**src/rtl/sp_ram_ctrl_pkg.sv**
```systemverilog
// Shared types and sizing helpers for the single-port RAM access controller.
// Read responses are flow-controlled by credits.
package sp_ram_ctrl_pkg;

    localparam int unsigned REQ_AW        = 12;
    localparam int unsigned REQ_DW        = 82;
    localparam int unsigned RSP_DEPTH_DEF = 4;
    localparam int unsigned CREDIT_W      = $clog2(RSP_DEPTH_DEF + 1);

    typedef struct packed {
        logic              we;
        logic [REQ_AW-1:0] addr;
        logic [REQ_DW-1:0] wdata;
    } ram_req_t;

    // Width that holds 0..depth inclusive; used for credits and occupancy.
    function automatic int unsigned credit_width(input int unsigned depth);
        return $clog2(depth + 1);
    endfunction

endpackage

```
**src/rtl/sp_ram_rsp_fifo.sv**
```systemverilog
// Read-response buffer: shift-style synchronous FIFO.
// The head entry and the valid flag come directly from registers.
module sp_ram_rsp_fifo
    import sp_ram_ctrl_pkg::*;
#(
    parameter int unsigned DW    = REQ_DW,
    parameter int unsigned DEPTH = RSP_DEPTH_DEF
) (
    input  logic                           clk,
    input  logic                           rst,
    input  logic                           push,
    input  logic [DW-1:0]                  din,
    input  logic                           pop,
    output logic [DW-1:0]                  dout,
    output logic                           valid,
    output logic [credit_width(DEPTH)-1:0] count
);

    localparam int unsigned CW = credit_width(DEPTH);

    logic [DW-1:0] mem_q [DEPTH];
    logic [DW-1:0] mem_d [DEPTH];
    logic [CW-1:0] count_q;
    logic [CW-1:0] count_d;
    logic          valid_q;
    logic          do_pop;
    logic          full;
    int unsigned   wr_idx;

    assign do_pop = pop & valid_q;
    assign full   = (count_q == CW'(DEPTH));

    // Entry 0 is always the head; a pop shifts everything down one slot,
    // so a simultaneous push lands one slot lower than the current count.
    always_comb begin
        mem_d  = mem_q;
        wr_idx = 32'(count_q) - 32'(do_pop);
        if (do_pop) begin
            for (int unsigned i = 0; i + 1 < DEPTH; i++) begin
                mem_d[i] = mem_q[i + 1];
            end
        end
        if (push) begin
            for (int unsigned i = 0; i < DEPTH; i++) begin
                if (i == wr_idx) begin
                    mem_d[i] = din;
                end
            end
        end
    end

    assign count_d = count_q + CW'(push) - CW'(do_pop);

    always_ff @(posedge clk or posedge rst) begin
        if (rst) begin
            count_q <= '0;
            valid_q <= 1'b0;
        end else begin
            count_q <= count_d;
            valid_q <= (count_d != '0);
        end
    end

    always_ff @(posedge clk) begin
        mem_q <= mem_d;
    end

    assign dout  = mem_q[0];
    assign valid = valid_q;
    assign count = count_q;

    a_no_overflow : assert property (@(posedge clk) disable iff (rst) !(push && full));

endmodule

```
**src/rtl/sp_ram_access_ctrl.sv**
```systemverilog
// Request/response front end for a single-port read-first RAM with RD_LAT read latency.
// Read credits guarantee every in-flight read has a reserved response-buffer slot.
module sp_ram_access_ctrl
    import sp_ram_ctrl_pkg::*;
#(
    parameter int unsigned AW        = REQ_AW,
    parameter int unsigned DW        = REQ_DW,
    parameter int unsigned RD_LAT    = 2,
    parameter int unsigned RSP_DEPTH = RSP_DEPTH_DEF
) (
    input  logic          clk,
    input  logic          rst,
    input  logic          req_valid,
    output logic          req_ready,
    input  logic          req_we,
    input  logic [AW-1:0] req_addr,
    input  logic [DW-1:0] req_wdata,
    output logic          rsp_valid,
    input  logic          rsp_ready,
    output logic [DW-1:0] rsp_rdata,
    output logic          ram_we,
    output logic [AW-1:0] ram_addr,
    output logic [DW-1:0] ram_din,
    input  logic [DW-1:0] ram_dout
);

    localparam int unsigned CW = credit_width(RSP_DEPTH);

    logic [CW-1:0]     credits_q;
    logic [CW-1:0]     credits_d;
    logic [RD_LAT-1:0] rd_sr_q;
    logic [RD_LAT-1:0] rd_sr_d;
    logic              rd_acc;
    logic              rsp_hs;
    logic [CW-1:0]     rsp_count;

    assign req_ready = !rst && (credits_q != '0);
    assign ram_we    = req_valid & req_ready & req_we;
    assign ram_addr  = req_addr;
    assign ram_din   = req_wdata;

    assign rd_acc = req_valid & req_ready & ~req_we;
    assign rsp_hs = rsp_valid & rsp_ready;

    // Only reads enter the slot tracker, so write slots never push ram_dout.
    always_comb begin
        rd_sr_d    = '0;
        rd_sr_d[0] = rd_acc;
        for (int unsigned i = 1; i < RD_LAT; i++) begin
            rd_sr_d[i] = rd_sr_q[i - 1];
        end
    end

    always_comb begin
        credits_d = credits_q;
        case ({rd_acc, rsp_hs})
            2'b10:   credits_d = credits_q - CW'(1);
            2'b01:   credits_d = credits_q + CW'(1);
            default: credits_d = credits_q;
        endcase
    end

    always_ff @(posedge clk or posedge rst) begin
        if (rst) begin
            credits_q <= CW'(RSP_DEPTH);
            rd_sr_q   <= '0;
        end else begin
            credits_q <= credits_d;
            rd_sr_q   <= rd_sr_d;
        end
    end

    sp_ram_rsp_fifo #(
        .DW    (DW),
        .DEPTH (RSP_DEPTH)
    ) u_rsp_fifo (
        .clk   (clk),
        .rst   (rst),
        .push  (rd_sr_q[RD_LAT-1]),
        .din   (ram_dout),
        .pop   (rsp_ready),
        .dout  (rsp_rdata),
        .valid (rsp_valid),
        .count (rsp_count)
    );

    a_credit_balance : assert property (@(posedge clk) disable iff (rst)
        (32'(credits_q) + $countones(rd_sr_q) + 32'(rsp_count)) == RSP_DEPTH);

endmodule

```
**config.mk**
```make
export PLATFORM = sky130hd
export DESIGN_NAME = sp_ram_access_ctrl
export DESIGN_NICKNAME = d
export VERILOG_FILES = /design/src/rtl/sp_ram_ctrl_pkg.sv /design/src/rtl/sp_ram_rsp_fifo.sv /design/src/rtl/sp_ram_access_ctrl.sv
export SDC_FILE = /design/constraint.sdc
export NUM_CORES = 1
export LEC_CHECK = 0
export ABC_AREA = 1
export CAP_MARGIN = 20
export CORE_AREA = 2 2 194 196
export DETAILED_ROUTE_END_ITERATION = 7
export DIE_AREA = 0 0 196 198
export PLACE_DENSITY = 0.83
export SYNTH_ARGS = -nofsm -noshare
export SYNTH_HDL_FRONTEND = slang
export SYNTH_SLANG_ARGS = --single-unit
```
**constraint.sdc**
```tcl
create_clock -name clk -period 8.2 [get_ports clk]
set_input_delay 0.82 -clock clk [delete_from_list [all_inputs] [get_ports clk]]
set_output_delay 0.82 -clock clk [all_outputs]
set_load 0.05 [all_outputs]
```
==> results of run 1 <==
-- synth_stat cells, types with 2 or more instances --
cell type     n
ha_1          6
fa_1          2
buf_4       187
nor2_1        8
dfxtp_1     246
dfrtp_1       8
xor2_1        2
edfxtp_1     82
nand3_1     249
o21ai_0       3
buf_6        39
clkbuf_1     20
inv_1        19
buf_2        56
nand3_2       3
buf_1         6
nand2_1    1237
-- final timing paths --
path	cells after the start	slack, ns	from	to
hold reg to reg	0	0.35	rd_sr_q[0]$_DFF_PP0_	rd_sr_q[1]$_DFF_PP0_
hold / removal	0	0.35	rd_sr_q[0]$_DFF_PP0_	rd_sr_q[1]$_DFF_PP0_
max in group asynchronous	2	7.25	rst	credits_q[2]$_DFFE_PP1P_
setup / recovery	13	3.53	rsp_ready	u_rsp_fifo.mem_q[129]$_DFF_P_
setup reg to reg	12	3.85	u_rsp_fifo.valid$_DFF_PP0_	u_rsp_fifo.mem_q[129]$_DFF_P_
min in group asynchronous	2	0.63	rst	credits_q[0]$_DFFE_PP0P_
-- where the power goes --
group          internal, uW  switching [uW]
combinational           846            1810
sequential             2250             278
clock                  1020             664
-- final cells by class --
cell class              count  area share (%)
well taps                 474            3.36
multi-input cells        1515            35.1
inverters                  20           0.454
flip-flops and latches    337            43.2
clock buffers              49            5.86
repair buffers            186            10.8
clock inverters            19            1.15
-- kinds of logic after synthesis --
logic type,after synthesis
buffers and inverters,328
adder cells (fa/ha/maj),8
AND/OR/NAND/NOR,1500
flip-flops,337
XOR/XNOR,3
AO/OA/AOI/OAI,4
-- worst max-delay path, cell delays in order --
cell             delay [ns]
clkdlybuf4s50_1        0.50
nand2_4                0.34
inv_6                  0.59
ha_1                   0.28
ha_1                   0.24
inv_1                  0.06
nand2_1                0.12
nor2_4                 0.10
buf_4                  0.72
nand3_4                0.53
buf_12                 0.38
nand2_1                0.10
nand2_1                0.05
-- registers in the layout, indices dropped and copies added (netlist names) --
name              flops
u_rsp_fifo.valid      1
u_rsp_fifo.dout      82
u_rsp_fifo.mem_q    246
credits_q             3
rd_sr_q               2
u_rsp_fifo.count      3
-- metrics by stage --
stage | instance area [um2] | hold slack, ns | util (%) | setup slack (ns) | std cells
2_1_floorplan | 16000 | 0.331 | - | 1.97 | 2180
3_3_place_gp | 16300 | 0.346 | 44.0 | 2.85 | 2527
3_5_place_dp | 16300 | 0.349 | 44.1 | 2.77 | 2528
4_1_cts | 17500 | 0.363 | 47.4 | 3.33 | 2596
5_1_grt | 17600 | 0.363 | 47.7 | 3.28 | 2600
6_report | 17600 | 0.355 | 47.7 | 3.53 | 2600
-- placed cells by master (no fill, tap or decap), types with 2 or more instances in the layout --
cell type,Yosys,routed
xor2_1,2,2
buf_12,0,2
nand3_4,0,3
dfrtp_1,8,8
clkinv_1,0,3
bufinv_16,0,4
inv_1,19,18
fa_1,2,2
buf_16,0,3
nor2_4,1,5
ha_1,6,6
nor2_1,8,4
clkbuf_16,0,39
clkinv_2,0,9
clkbuf_8,0,2
o21ai_0,3,3
edfxtp_1,82,82
clkbuf_1,20,8
buf_4,187,10
nand3_1,249,249
clkdlybuf4s50_1,0,171
dfxtp_1,246,246
clkinv_4,0,2
nand2_1,1237,1236
inv_6,0,2
-- metal layers --
layer	share of wire (%)	vias up	track usage [%]	wire length [um]
li1	-	6444	-	-
met1	42	5824	21.8	14900
met2	48	377	31.5	17100
met3	6.6	97	3.58	2350
met4	3.0	2	7.24	1050
met5	0.037	-	0	13
==> results.cfg, run 1 <==
[sta]
finalCritPeriodShare_pct = 56.9
fin_setup_tns_ns = 0
slew_violations = 0
final.min_clock_period_ns = 4.67
fmax_mhz = 214
relSlewSlack_pct = 25.2
setup_violations = 0
fin_worst_skew_ns = 0.00846
worstMarginPinSlew_ns = 1.12
finalHoldViolations = 0
rsz0062_at_grt = no

[setup_path]
worstSetupPathType = in2reg
cp_max_fo = 83
required_ns = 8.62
critPathArrivalTime_ns = 5.08
cp-start-kind = primary input
endpoint_kind = register

[yosys]
yosysUniqueCellTypes = 24
synth_seq_cells = 337
synthTopCellsByArea = dfxtp_1, nand2_1, edfxtp_1, buf_4, nand3_1
ys.flop_type = dfxtp_1
syn_inst = 2180
synth.net_count = 2369
netlist_area_mm2 = 0.0160
synth_top_cell_by_area = dfxtp_1
synth_top_family_by_area = simple AND/OR/NAND/NOR gates
synth-seq-area-share_pct = 47.5
netlist.area_leader.share_pct = 30.7
synth_adder_area_share_pct = 0.717
synth-edff-count = 82
async_flop_share_pct = 2.67
synth_warnings = 0
synth.mux.area_fraction_pct = 0
syn_area_per_cell_um2 = 7.36
synthXorXnorAreaFrac_pct = 0.164
synth_compound_gate_area_share_pct = 0.133
yosys.area_share.simple_pct = 37.2

[cts]
cts_tree = built
clkTransAtPathRegs_ns = 0.06
clk_path_buf_depth = 3
cts.sinks = 337
ctsResizeCount = 0
cts_root_buf = clkbuf_16
cts_made_buffers = 37
hold_buffers = 0
cts-htree-levels = 2
cts_setup_buffers = 0
clk_latency_ns = 0.52

[pwr]
ir_worst_vdd_mv = 0.301
leakage_uw = 0.00863
total_power_uw = 6860
p_per_area_mw_per_mm2 = 389

[floorplanning]
core_mm2 = 0.0370
die_h_um = 198
initial_core_util_pct = 43.4
ioPinCount = 360
fp.dieW_um = 196
placementRows = 71
dieArea_mm2 = 0.0388

[layout]
fin_nets = 2286
area_delta_synth_final_pct = 9.86
ff_latch_area_mm2 = 0.00761
num-fill-cells = 3537
n_antenna_cell = 0
multi_input_area_mm2 = 0.00620
drive_gt1_share_pct = 4.05

[route]
drc = 0
firstDrtPassIters = 5
avgRoutedWirePerCell_um = 13.6
ant_nets = 0
wl_um = 35500
routed-via-count = 12700
post_drt_via_cell_ratio = 4.90
drtIter0Drc = 897

[grt]
grt_overflow = 0
grt_usage_pct = 18.0
grt_max_degree = 115
grt_pass1_wl_um = 58500
grt_pass1_vias = 12300
antenna_found_initial = 1

[placed_design]
dp_hpwl_um = 20400
place_congestion = 0.754
port_buffers = 171

[status]
outcome = finished clean

[worst_hold_path]
hp-class = reg2reg

[run]
drv_cap = 0
No activity file was read; power rests on OpenSTA's default activity.
==> inputs of run 2 (changes only) <==
PLACE_DENSITY = 0.86   (was 0.83)
clock period = 3.76 ns   (was 8.2 ns; I/O delays follow)
==> results.cfg, run 2 (synthesis gave the netlist of run 1 again) <==
[status]
outcome = finished clean

[sta]
rsz0062_at_grt = no
final.min_clock_period_ns = 2.65
fmax_mhz = 377
slew_violations = 0
fin_worst_skew_ns = 0.0182
setup_ws_ns = 1.11
relSlewSlack_pct = 7.59
finalHoldViolations = 0
finalCritPeriodShare_pct = 70.5
setup_violations = 0
worstMarginPinSlew_ns = 1.39
fin_setup_tns_ns = 0

[grt]
grt_max_degree = 248
grtUsageMet1_pct = 22.4
antenna_found_initial = 0
grt_pass1_wl_um = 59700
gr-max-usage-layer = met2
grt_pass1_vias = 12300
met3_usage_pct = 3.32
grt_overflow = 0
grt_usage_pct = 18.5
grt_use_met2_pct = 31.9

[cts]
ctsResizeCount = 0
hold_buffers = 0
clkTransAtPathRegs_ns = 0.06
cts_setup_buffers = 0
cts.sinks = 337
cts_tree = built
cts_root_buf = clkbuf_16
cts-htree-levels = 2
clk_path_buf_depth = 3
clk_latency_ns = 0.53
cts_made_buffers = 36

[route]
post_drt_via_cell_ratio = 4.97
ant_nets = 0
routed-via-count = 12900
avgRoutedWirePerCell_um = 14.1
drtIter0Drc = 1038
drc = 0
wl_um = 36600
firstDrtPassIters = 6

[setup_path]
path_cells = nand2_4, inv_6, ha_1, ha_1, nand2_2, nand2_1, nor2_4, buf_12, nand3_1, nand2_1
worstSetupPathType = reg2reg
cp_max_fo = 246
slowest_delay_ns = 0.72
cp-start-kind = register
crit_path_top_delay_cell = buf_12
cp_top_family = simple AND/OR/NAND/NOR gates
required_ns = 4.22
endpoint_kind = register
path_buf_inv = 2
critPathArrivalTime_ns = 3.11

[worst_hold_path]
hp-class = in2async

[floorplanning]
initial_core_util_pct = 43.4
placementRows = 71
dieArea_mm2 = 0.0388
core_mm2 = 0.0370
die_h_um = 198
ioPinCount = 360
fp.dieW_um = 196

[placed_design]
dp_hpwl_um = 20100
port_buffers = 171
dp_slack_ns = 0.713
place_congestion = 0.730

[pwr]
ir_worst_vdd_mv = 1.07
p_per_area_mw_per_mm2 = 851
leakage_uw = 0.00861

[layout]
mostFrequentLayoutCells = nand2_1, nand3_1, dfxtp_1
final_common_cell = nand2_1
drive_gt1_share_pct = 4.01
fin_nets = 2282
n_antenna_cell = 0
num-fill-cells = 3421
area_delta_synth_final_pct = 9.86
ff_latch_area_mm2 = 0.00761
regMostFlops = u_rsp_fifo.mem_q
largest_reg_flops = 246
multi_input_area_mm2 = 0.00620

[run]
drv_cap = 0
run 2: cell types whose count changed in the layout (fill, tap and decap cells not counted), moves of 2 or more:
cell / delta
clkinv_4: -2
buf_4: -5
inv_6: +2
clkbuf_8: +3
buf_12: +5
clkinv_2: -5
clkinvlp_4: +2
buf_16: -3
clkinv_1: -2
run 2: stage by stage:
stage	area, um2	total power (uW)	hold slack [ns]	cells	utilization [%]
finish	17600	15000	0.156	2595	47.7
global route	17600	15900	0.205	2595	47.7
CTS	17600	15100	0.145	2595	47.7
detailed placement	16400	11300	0.336	2529	44.3
global placement	16400	11100	0.334	2529	44.3
floorplan	16100	10800	0.212	2180	-
run 2: path summary, 6_finish.rpt:
path,from,end,slack [ns],cells after the start
max reg2reg,u_rsp_fifo.valid$_DFF_PP0_,u_rsp_fifo.mem_q[234]$_DFF_P_,1.11,10
max,u_rsp_fifo.valid$_DFF_PP0_,u_rsp_fifo.mem_q[234]$_DFF_P_,1.11,10
min,rst,rd_sr_q[1]$_DFF_PP0_,0.16,2
min in group clk,rd_sr_q[0]$_DFF_PP0_,rd_sr_q[1]$_DFF_PP0_,0.35,0
min reg2reg,rd_sr_q[0]$_DFF_PP0_,rd_sr_q[1]$_DFF_PP0_,0.35,0
max in group asynchronous,rst,credits_q[2]$_DFFE_PP1P_,3.30,2
run 2: power breakdown:
part | leakage (uW) | internal (uW) | switching [uW]
combinational | 0.00509 | 1830 | 3950
sequential | 0.00291 | 4900 | 613
clock | 0.000611 | 2240 | 1470
run 2: metal layers:
layer | vias to the layer above | wire length, um
met5 | - | 0
li1 | 6448 | -
met4 | 0 | 1340
met1 | 5895 | 15000
met3 | 102 | 2320
met2 | 441 | 17900
run 2: cell type report:
| class | count | share of cell area [%] |
|---|---|---|
| Timing Repair Buffer | 183 | 10.7 |
| Clock buffer | 50 | 5.93 |
| Sequential cell | 337 | 43.2 |
| Tap cell | 474 | 3.36 |
| Clock inverter | 16 | 1.18 |
| Inverter | 20 | 0.454 |
| Multi-Input combinational cell | 1515 | 35.2 |
